## src/rtl/agc_fetch_if.sv

```systemverilog
// Fetch-unit bus: memory read port toward the memory and the instruction/branch
// port toward the decoder. The master modport is the fetch unit.
interface agc_fetch_if;
  logic        mem_req;
  logic [11:0] mem_addr;
  logic        mem_gnt;
  logic        mem_rvalid;
  logic [14:0] mem_rdata;
  logic        instr_valid;
  logic [14:0] instr;
  logic [11:0] pc;
  logic        instr_ready;
  logic        br_taken;
  logic [11:0] br_target;
  logic        halt;
  logic        flush;

  modport master (
    output mem_req, mem_addr, instr_valid, instr, pc, flush,
    input  mem_gnt, mem_rvalid, mem_rdata, instr_ready, br_taken, br_target, halt
  );

  modport slave (
    input  mem_req, mem_addr, instr_valid, instr, pc, flush,
    output mem_gnt, mem_rvalid, mem_rdata, instr_ready, br_taken, br_target, halt
  );
endinterface

```

## src/rtl/agc_fetch.sv

```systemverilog
// AGC instruction fetch: in-order reads, small instruction buffer, branch redirect.
// Define FETCH_PERF_EN to add saturating fetched/dropped/stall counters.
module agc_fetch #(
  parameter logic [11:0] ResetPc   = 12'o4000,
  parameter int unsigned FifoDepth = 2
) (
  input  logic        clock,
  input  logic        rst_l,
  agc_fetch_if.master bus
`ifdef FETCH_PERF_EN
  ,
  output logic [15:0] perf_fetched_o,
  output logic [15:0] perf_dropped_o,
  output logic [15:0] perf_stall_o
`endif
);
  localparam int unsigned PtrW = $clog2(FifoDepth);
  localparam int unsigned CntW = PtrW + 1;

  typedef enum logic [1:0] {StBoot, StRun, StHalted} state_e;
  state_e state_q, state_d;

  logic [11:0]     fetch_pc_q, fetch_pc_d;
  logic [CntW-1:0] outst_q, outst_d, drop_q, drop_d, fcnt_q, fcnt_d;
  logic [PtrW-1:0] f_wr_q, f_wr_d, f_rd_q, f_rd_d, a_wr_q, a_wr_d, a_rd_q, a_rd_d;
  logic            flush_q;
  logic [26:0]     fifo_q [FifoDepth];
  logic [11:0]     aq_q   [FifoDepth];

  logic run, redirect, gnt_fire, rsp_ok, drop_word, push, pop, instr_valid;

  assign run         = (state_q == StRun);
  assign instr_valid = (fcnt_q != '0);
  assign bus.mem_req = run && !bus.halt &&
                       (({1'b0, outst_q} + {1'b0, fcnt_q}) < (CntW+1)'(FifoDepth));
  assign gnt_fire    = bus.mem_req && bus.mem_gnt;
  assign redirect    = run && !bus.halt && bus.br_taken;
  // A response with nothing outstanding is spurious and ignored entirely.
  assign rsp_ok      = bus.mem_rvalid && (outst_q != '0);
  assign drop_word   = rsp_ok && (drop_q != '0);
  assign push        = rsp_ok && (drop_q == '0) && !redirect;
  assign pop         = instr_valid && bus.instr_ready && !redirect;

  assign bus.mem_addr    = fetch_pc_q;
  assign bus.instr_valid = instr_valid;
  assign bus.instr       = instr_valid ? fifo_q[f_rd_q][14:0] : '0;
  assign bus.pc          = instr_valid ? fifo_q[f_rd_q][26:15] : '0;
  assign bus.flush       = flush_q;

  always_comb begin
    state_d = state_q;
    unique case (state_q)
      StBoot:   state_d = StRun;
      StRun:    if (bus.halt) state_d = StHalted;
      StHalted: state_d = StHalted;
      default:  state_d = StBoot;
    endcase
  end

  always_comb begin
    outst_d    = outst_q + CntW'(gnt_fire) - CntW'(rsp_ok);
    // After a redirect every read still in flight is stale.
    drop_d     = redirect ? outst_d : drop_q - CntW'(drop_word);
    fetch_pc_d = fetch_pc_q;
    f_wr_d     = f_wr_q;
    f_rd_d     = f_rd_q;
    fcnt_d     = fcnt_q;
    a_wr_d     = a_wr_q;
    a_rd_d     = a_rd_q;
    if (redirect) begin
      fetch_pc_d = bus.br_target;
      f_wr_d     = '0;
      f_rd_d     = '0;
      fcnt_d     = '0;
      a_wr_d     = '0;
      a_rd_d     = '0;
    end else begin
      if (gnt_fire) fetch_pc_d = fetch_pc_q + 12'd1;
      if (push)     f_wr_d     = f_wr_q + PtrW'(1);
      if (pop)      f_rd_d     = f_rd_q + PtrW'(1);
      fcnt_d = fcnt_q + CntW'(push) - CntW'(pop);
      if (gnt_fire) a_wr_d     = a_wr_q + PtrW'(1);
      if (push)     a_rd_d     = a_rd_q + PtrW'(1);
    end
  end

  always_ff @(posedge clock or negedge rst_l) begin
    if (!rst_l) begin
      state_q    <= StBoot;
      fetch_pc_q <= ResetPc;
      outst_q    <= '0;
      drop_q     <= '0;
      fcnt_q     <= '0;
      f_wr_q     <= '0;
      f_rd_q     <= '0;
      a_wr_q     <= '0;
      a_rd_q     <= '0;
      flush_q    <= 1'b0;
    end else begin
      state_q    <= state_d;
      fetch_pc_q <= fetch_pc_d;
      outst_q    <= outst_d;
      drop_q     <= drop_d;
      fcnt_q     <= fcnt_d;
      f_wr_q     <= f_wr_d;
      f_rd_q     <= f_rd_d;
      a_wr_q     <= a_wr_d;
      a_rd_q     <= a_rd_d;
      flush_q    <= redirect;
    end
  end

  // Storage needs no reset: outputs are masked while the buffer is empty.
  always_ff @(posedge clock) begin
    if (push)                  fifo_q[f_wr_q] <= {aq_q[a_rd_q], bus.mem_rdata};
    if (gnt_fire && !redirect) aq_q[a_wr_q]   <= fetch_pc_q;
  end

`ifndef SYNTHESIS
  always_ff @(posedge clock) begin
    if (rst_l && bus.mem_rvalid && (outst_q == '0)) begin
      $error("agc_fetch: mem_rvalid with no outstanding read");
    end
  end
`endif

`ifdef FETCH_PERF_EN
  logic [15:0] perf_fetched_q, perf_dropped_q, perf_stall_q;

  always_ff @(posedge clock or negedge rst_l) begin
    if (!rst_l) begin
      perf_fetched_q <= '0;
      perf_dropped_q <= '0;
      perf_stall_q   <= '0;
    end else begin
      if (push && perf_fetched_q != 16'hFFFF) perf_fetched_q <= perf_fetched_q + 16'd1;
      if ((drop_word || (rsp_ok && redirect)) && perf_dropped_q != 16'hFFFF) begin
        perf_dropped_q <= perf_dropped_q + 16'd1;
      end
      if (instr_valid && !bus.instr_ready && perf_stall_q != 16'hFFFF) begin
        perf_stall_q <= perf_stall_q + 16'd1;
      end
    end
  end

  assign perf_fetched_o = perf_fetched_q;
  assign perf_dropped_o = perf_dropped_q;
  assign perf_stall_o   = perf_stall_q;
`endif
endmodule

```

## src/flat_wrapper.sv

```systemverilog
// flat-port wrapper written by rule: the top's interface ports become plain ports
module agc_fetch_flat 
#(
  parameter logic [11:0] ResetPc   = 12'o4000,
  parameter int unsigned FifoDepth = 2
)
  (clock, rst_l, bus_mem_req, bus_mem_addr, bus_instr_valid, bus_instr, bus_pc, bus_flush, bus_mem_gnt, bus_mem_rvalid, bus_mem_rdata, bus_instr_ready, bus_br_taken, bus_br_target, bus_halt);
  agc_fetch_if bus_i ();
  input  logic clock;
  input  logic rst_l;
  output wire logic [$bits(bus_i.mem_req)-1:0] bus_mem_req;
  output wire logic [$bits(bus_i.mem_addr)-1:0] bus_mem_addr;
  output wire logic [$bits(bus_i.instr_valid)-1:0] bus_instr_valid;
  output wire logic [$bits(bus_i.instr)-1:0] bus_instr;
  output wire logic [$bits(bus_i.pc)-1:0] bus_pc;
  output wire logic [$bits(bus_i.flush)-1:0] bus_flush;
  input wire logic [$bits(bus_i.mem_gnt)-1:0] bus_mem_gnt;
  input wire logic [$bits(bus_i.mem_rvalid)-1:0] bus_mem_rvalid;
  input wire logic [$bits(bus_i.mem_rdata)-1:0] bus_mem_rdata;
  input wire logic [$bits(bus_i.instr_ready)-1:0] bus_instr_ready;
  input wire logic [$bits(bus_i.br_taken)-1:0] bus_br_taken;
  input wire logic [$bits(bus_i.br_target)-1:0] bus_br_target;
  input wire logic [$bits(bus_i.halt)-1:0] bus_halt;
  assign bus_mem_req = bus_i.mem_req;
  assign bus_mem_addr = bus_i.mem_addr;
  assign bus_instr_valid = bus_i.instr_valid;
  assign bus_instr = bus_i.instr;
  assign bus_pc = bus_i.pc;
  assign bus_flush = bus_i.flush;
  assign bus_i.mem_gnt = bus_mem_gnt;
  assign bus_i.mem_rvalid = bus_mem_rvalid;
  assign bus_i.mem_rdata = bus_mem_rdata;
  assign bus_i.instr_ready = bus_instr_ready;
  assign bus_i.br_taken = bus_br_taken;
  assign bus_i.br_target = bus_br_target;
  assign bus_i.halt = bus_halt;
  agc_fetch #(.ResetPc(ResetPc), .FifoDepth(FifoDepth)) u_core (.clock(clock), .rst_l(rst_l), .bus(bus_i));
endmodule
```

## config.mk

```make
export PLATFORM = sky130hd
export DESIGN_NAME = agc_fetch_flat
export DESIGN_NICKNAME = d
export VERILOG_FILES = /design/src/rtl/agc_fetch_if.sv /design/src/rtl/agc_fetch.sv /design/src/flat_wrapper.sv
export SDC_FILE = /design/constraint.sdc
export NUM_CORES = 1
export LEC_CHECK = 0
export ABC_AREA = 1
export CAP_MARGIN = 20
export CORE_UTILIZATION = 50
export DETAILED_ROUTE_END_ITERATION = 6
export PLACE_DENSITY = 0.76
export SLEW_MARGIN = 10
export SYNTH_ARGS = -nofsm -noshare
export SYNTH_HDL_FRONTEND = slang
export SYNTH_SLANG_ARGS = --single-unit
```

## constraint.sdc

```tcl
create_clock -name clock -period 7.3 [get_ports clock]
set_clock_uncertainty 0.15 [all_clocks]
set_input_delay 2.19 -clock clock [delete_from_list [all_inputs] [get_ports clock]]
set_output_delay 2.19 -clock clock [all_outputs]
set_load 0.03 [all_outputs]
```

### After elaboration in Yosys (flattened, before gate mapping)

Memories as Yosys holds them, arrays and structs flattened.
Cells that the tools add are included.

* register bits after elaboration: 25
* bits in latches: 0
* bits in writable memories: 78
* bits in read-only memories: 0
* input bits: 34
* output and inout bits: 42
* logic and storage cells: 68
* memories: 2

* add/sub/neg operators: 11
* $mul: 0
* divide/modulo/power cells: 0
* order comparisons: 1
* equality and inequality tests: 3
* shift operators: 0
* mux-type cells: 20
* bitwise logic cells: 0
* reduce and logical (&&, ||, !) cells: 21

Memories
* u_core.fifo_q: words 2, bits a word 27, rd ports 1, clocked after memory_dff 0, write ports 1, RTL line agc_fetch.sv:27 `logic [26:0] fifo_q [FifoDepth];`
* u_core.aq_q: words 2, bits a word 12, rd ports 1, clocked after memory_dff 0, write ports 1, RTL line agc_fetch.sv:28 `logic [11:0] aq_q [FifoDepth];`

Operator list (count)
* $mux 12: 3
* $mux 15: 1
* $add 12x1->12 const B: 1
* $mux 1: 12
* $reduce_bool 2->1: 6
* $logic_and 1x1->1: 11
* $mux 2: 3
* $pmux 2 s3: 1
* $sub 2x1->2: 3
* $add 1x1->1 const B: 4
* $add 2x1->2: 2
* $logic_not 2->1: 2
* $add 2x2->3: 1
* $lt 3x2->1 const B: 1
* $eq 2x1->1 const B: 1
* $eq 2x2->1 const B: 1
* $logic_not 1->1: 2
* $ne 2x2->1 const B: 1

### Logic depth before layout (Yosys ltp)

* depth after elaboration: 8
* gate-level depth with buffers: 11
* gate-level depth less buffers: 11

### Least setup slack after synthesis

Ideal clock, no wire load.

* kind: input-to-output
* start: input bus_halt
* end: output bus_mem_req
* arrival: 2.565 ns
* setup slack: 2.395 ns
* cell stages on the path: 3
* path buffers: 0
* cells stage by stage: inv_2 -> nand2_2 -> nor2_4

* word-level cells in the longest chain between the ends: 3

RTL lines
* from (decl): RTL line flat_wrapper.sv:23 `input wire logic [$bits(bus_i.halt)-1:0] bus_halt;`
* $logic_not 1->1: RTL line agc_fetch.sv:34 `assign bus.mem_req = run && !bus.halt &&`
* $logic_and 1x1->1 (2 in series): RTL line agc_fetch.sv:34
* to (decl): RTL line flat_wrapper.sv:11 `output wire logic [$bits(bus_i.mem_req)-1:0] bus_mem_req;`

Every way passes these cells.

### Worst setup path in the final report

Same ends and word-level chain as after synthesis.

==> flow_metrics.py <==
metrics = {
    "timing": {
        "slew-limit-headroom_pct": 30.3,
        "worst_pin_slew_ns": 1.04,
        "hold_violations": 0,
        "fin_setup_tns_ns": 0,
        "fin_crit_sh_pct": 81.9,
        "fmax_mhz": 167,
        "finalSetupViolCount": 0,
        "fin_ws_ns": 1.32,
        "min_period_ns": 5.98,
        "slew_viol_final": 0,
        "rsz0062_at_grt": "false",
    },
    "clocking": {
        "cts_tree": "built",
        "path_clk_slew_ns": 0.10,
        "cts_resized": 0,
        "clockBufferDepth": 2,
        "holdBufCountCts": 0,
        "post_cts_buffers": 0,
        "numCtsBuffers": 9,
        "cts.sinks": 103,
        "htreeDepth": 3,
        "root_buffer": "clkbuf_8",
        "clk_latency_ns": 0.36,
    },
    "placed_design": {
        "placed_cell_area_um2": 5290,
        "io_buffers": 75,
        "post-place-ws_ns": 1.32,
        "dpl.hpwl_um": 5500,
        "place_congestion": 0.863,
    },
    "worst_setup_path": {
        "crit_arrival_ns": 3.64,
        "critPathKind": "in -> out",
        "start_kind": "input port",
        "crit_required_ns": 4.96,
        "critical_path.max_fanout": 6,
        "rr_worst_depth": 7,
        "critical_path.startpoint": "bus_halt",
        "rr_startpoint": "u_core.state_q[1]",
        "endpoint_kind": "output pin",
    },
    "routing": {
        "wl_um": 8060,
        "drt_iter0_markers": 119,
        "wl_per_cell_um": 13.1,
        "postRouteAntennaNets": 0,
        "drt-vias-per-instance": 4.96,
        "drc": 0,
        "firstDrtPassIters": 4,
        "vias": 3043,
    },
    "synthesis": {
        "yosysTopAreaCellShare_pct": 52.8,
        "yosysUniqueCellTypes": 28,
        "ys_warn_count": 0,
        "synth_seq_cells": 103,
        "synthFlopType": "edfxtp_1",
        "synth_edf_count": 78,
        "synth-async-reset-ratio_pct": 24.3,
        "synth-seq-area-share_pct": 66.9,
        "netlist_area_um2": 4440,
        "syn_nets": 466,
        "synth_area_leaders": "edfxtp_1, nand2_1, dfrtp_1, a21oi_1, inv_1",
        "yosysTopAreaCell": "edfxtp_1",
        "synthCells": 424,
        "syn_avg_cell_area_um2": 10.5,
    },
    "power": {
        "power.density_nw_per_um2": 408,
        "irDropWorstVdd_v": 0.000212,
        "p_leak_nw": 2.24,
    },
    "layout": {
        "fin_area_um2": 5490,
        "final_cell_mix": "nand2_1, edfxtp_1, clkdlybuf4s50_1",
        "layout.cells.most_common": "nand2_1",
        "drive_gt1_share_pct": 6.52,
        "diodes": 0,
        "area_delta_synth_final_pct": 23.6,
        "fin_nets": 543,
    },
    "outcome": {
        "status": "complete, no violations",
    },
    "grt": {
        "gr-total-overflow": 0,
        "grt_start_max_net_pins": 30,
        "grt_pass1_wl_um": 13000,
        "grt_pass1_vias": 2875,
        "antenna_found_initial": 0,
        "track_usage_pct": 18.6,
    },
    "hold_path": {
        "min_from": "u_core.aq_q[0][4]",
        "hold_class": "reg -> reg",
        "hold_depth": 2,
    },
    "die": {
        "pin_count": 76,
        "initial_core_util_pct": 51.2,
        "die_h_um": 96.2,
        "die_area_um2": 9260,
        "num_rows": 34,
        "die_width_um": 96.2,
        "core_um2": 8680,
    },
    "job": {
        "maxCapViolCount": 0,
    },
}
==> stage by stage <==
stage	hold WS, ns	std cells	utilization, %	power [mW]
floorplan	0.354	424	-	1.52
global placement	0.362	597	60.9	1.87
detailed placement	0.369	598	61.0	1.91
CTS	0.388	614	63.2	2.25
global route	0.421	614	63.2	2.39
finish	0.383	614	63.2	2.24
==> power breakdown <==
part	switching [mW]	total (mW)	internal, mW
Sequential	0.127	0.904	0.777
Combinational	0.600	0.980	0.380
Clock	0.193	0.353	0.160
==> per-layer routing <==
layer	part of all wire [%]	track usage (%)	vias up
li1	-	-	1542
met1	45	22.4	1402
met3	5.3	4.34	9
met2	49	33.2	90
met4	1.2	5.47	0
met5	0	0	-
==> cell type report <==
class / count / area, um^2
fillers: 704 / 3190
flip-flops and latches: 103 / 2970
multi-input cells: 270 / 1260
repair buffers: 79 / 785
inverters: 38 / 143
well taps: 108 / 135
clock buffers: 9 / 124
clock inverters: 7 / 71.3
==> registers in the layout (all words and copies together) (netlist names) <==
name / count
u_core.state_q: 2
u_core.f_rd_q: 1
u_core.fcnt_q: 2
u_core.bus.flush: 1
u_core.a_wr_q: 1
u_core.f_wr_q: 1
u_core.a_rd_q: 1
u_core.fifo_q: 54
u_core.bus.mem_addr: 12
u_core.outst_q: 2
u_core.drop_q: 2
u_core.aq_q: 24
==> worst max-delay path, cell delays in order <==
cell	delay, ns
clkdlybuf4s50_1	0.44
inv_2	0.06
nand2_2	0.10
nor2_4	0.16
clkdlybuf4s50_1	0.68
==> synthesized netlist by cell type, types with 2 or more instances <==
library cell    n
xnor2_1         3
clkbuf_1        5
nand2_1       169
o21a_1          2
dfrtp_1        24
nor2_1         12
and2_1          2
nand4_1         4
nor2_2          3
nand3_1        19
ha_1            7
inv_2           4
a21oi_1        28
xor2_1          4
buf_2           6
nor2_4          2
inv_1          34
o21ai_0         9
edfxtp_1       78
==> worst paths after layout <==
kind / end / slack, ns
setup / recovery: bus_mem_req / 1.32
hold / removal: u_core.fifo_q[0][19] / 0.38
setup reg to reg: u_core.fifo_q[0][25] / 4.50
hold reg to reg: u_core.fifo_q[0][19] / 0.38
max in group asynchronous: u_core.bus.mem_addr[11] / 4.65
min in group asynchronous: u_core.bus.mem_addr[0] / 2.05
==> cells by family (layout without fill, tap and decap cells) <==
| group | Yosys count | count (layout) | share of synthesized area [%] |
|---|---|---|---|
| AOI/OAI and AO/OA | 40 | 40 | 4.68 |
| xor gates and xnor gates | 7 | 7 | 1.38 |
| adders and majority gates | 8 | 8 | 2.42 |
| buffers and inverters | 51 | 133 | 4.74 |
| DFF | 103 | 103 | 66.9 |
| and+or+nand+nor | 215 | 215 | 19.9 |
Power figures use the tool's default switching activity.
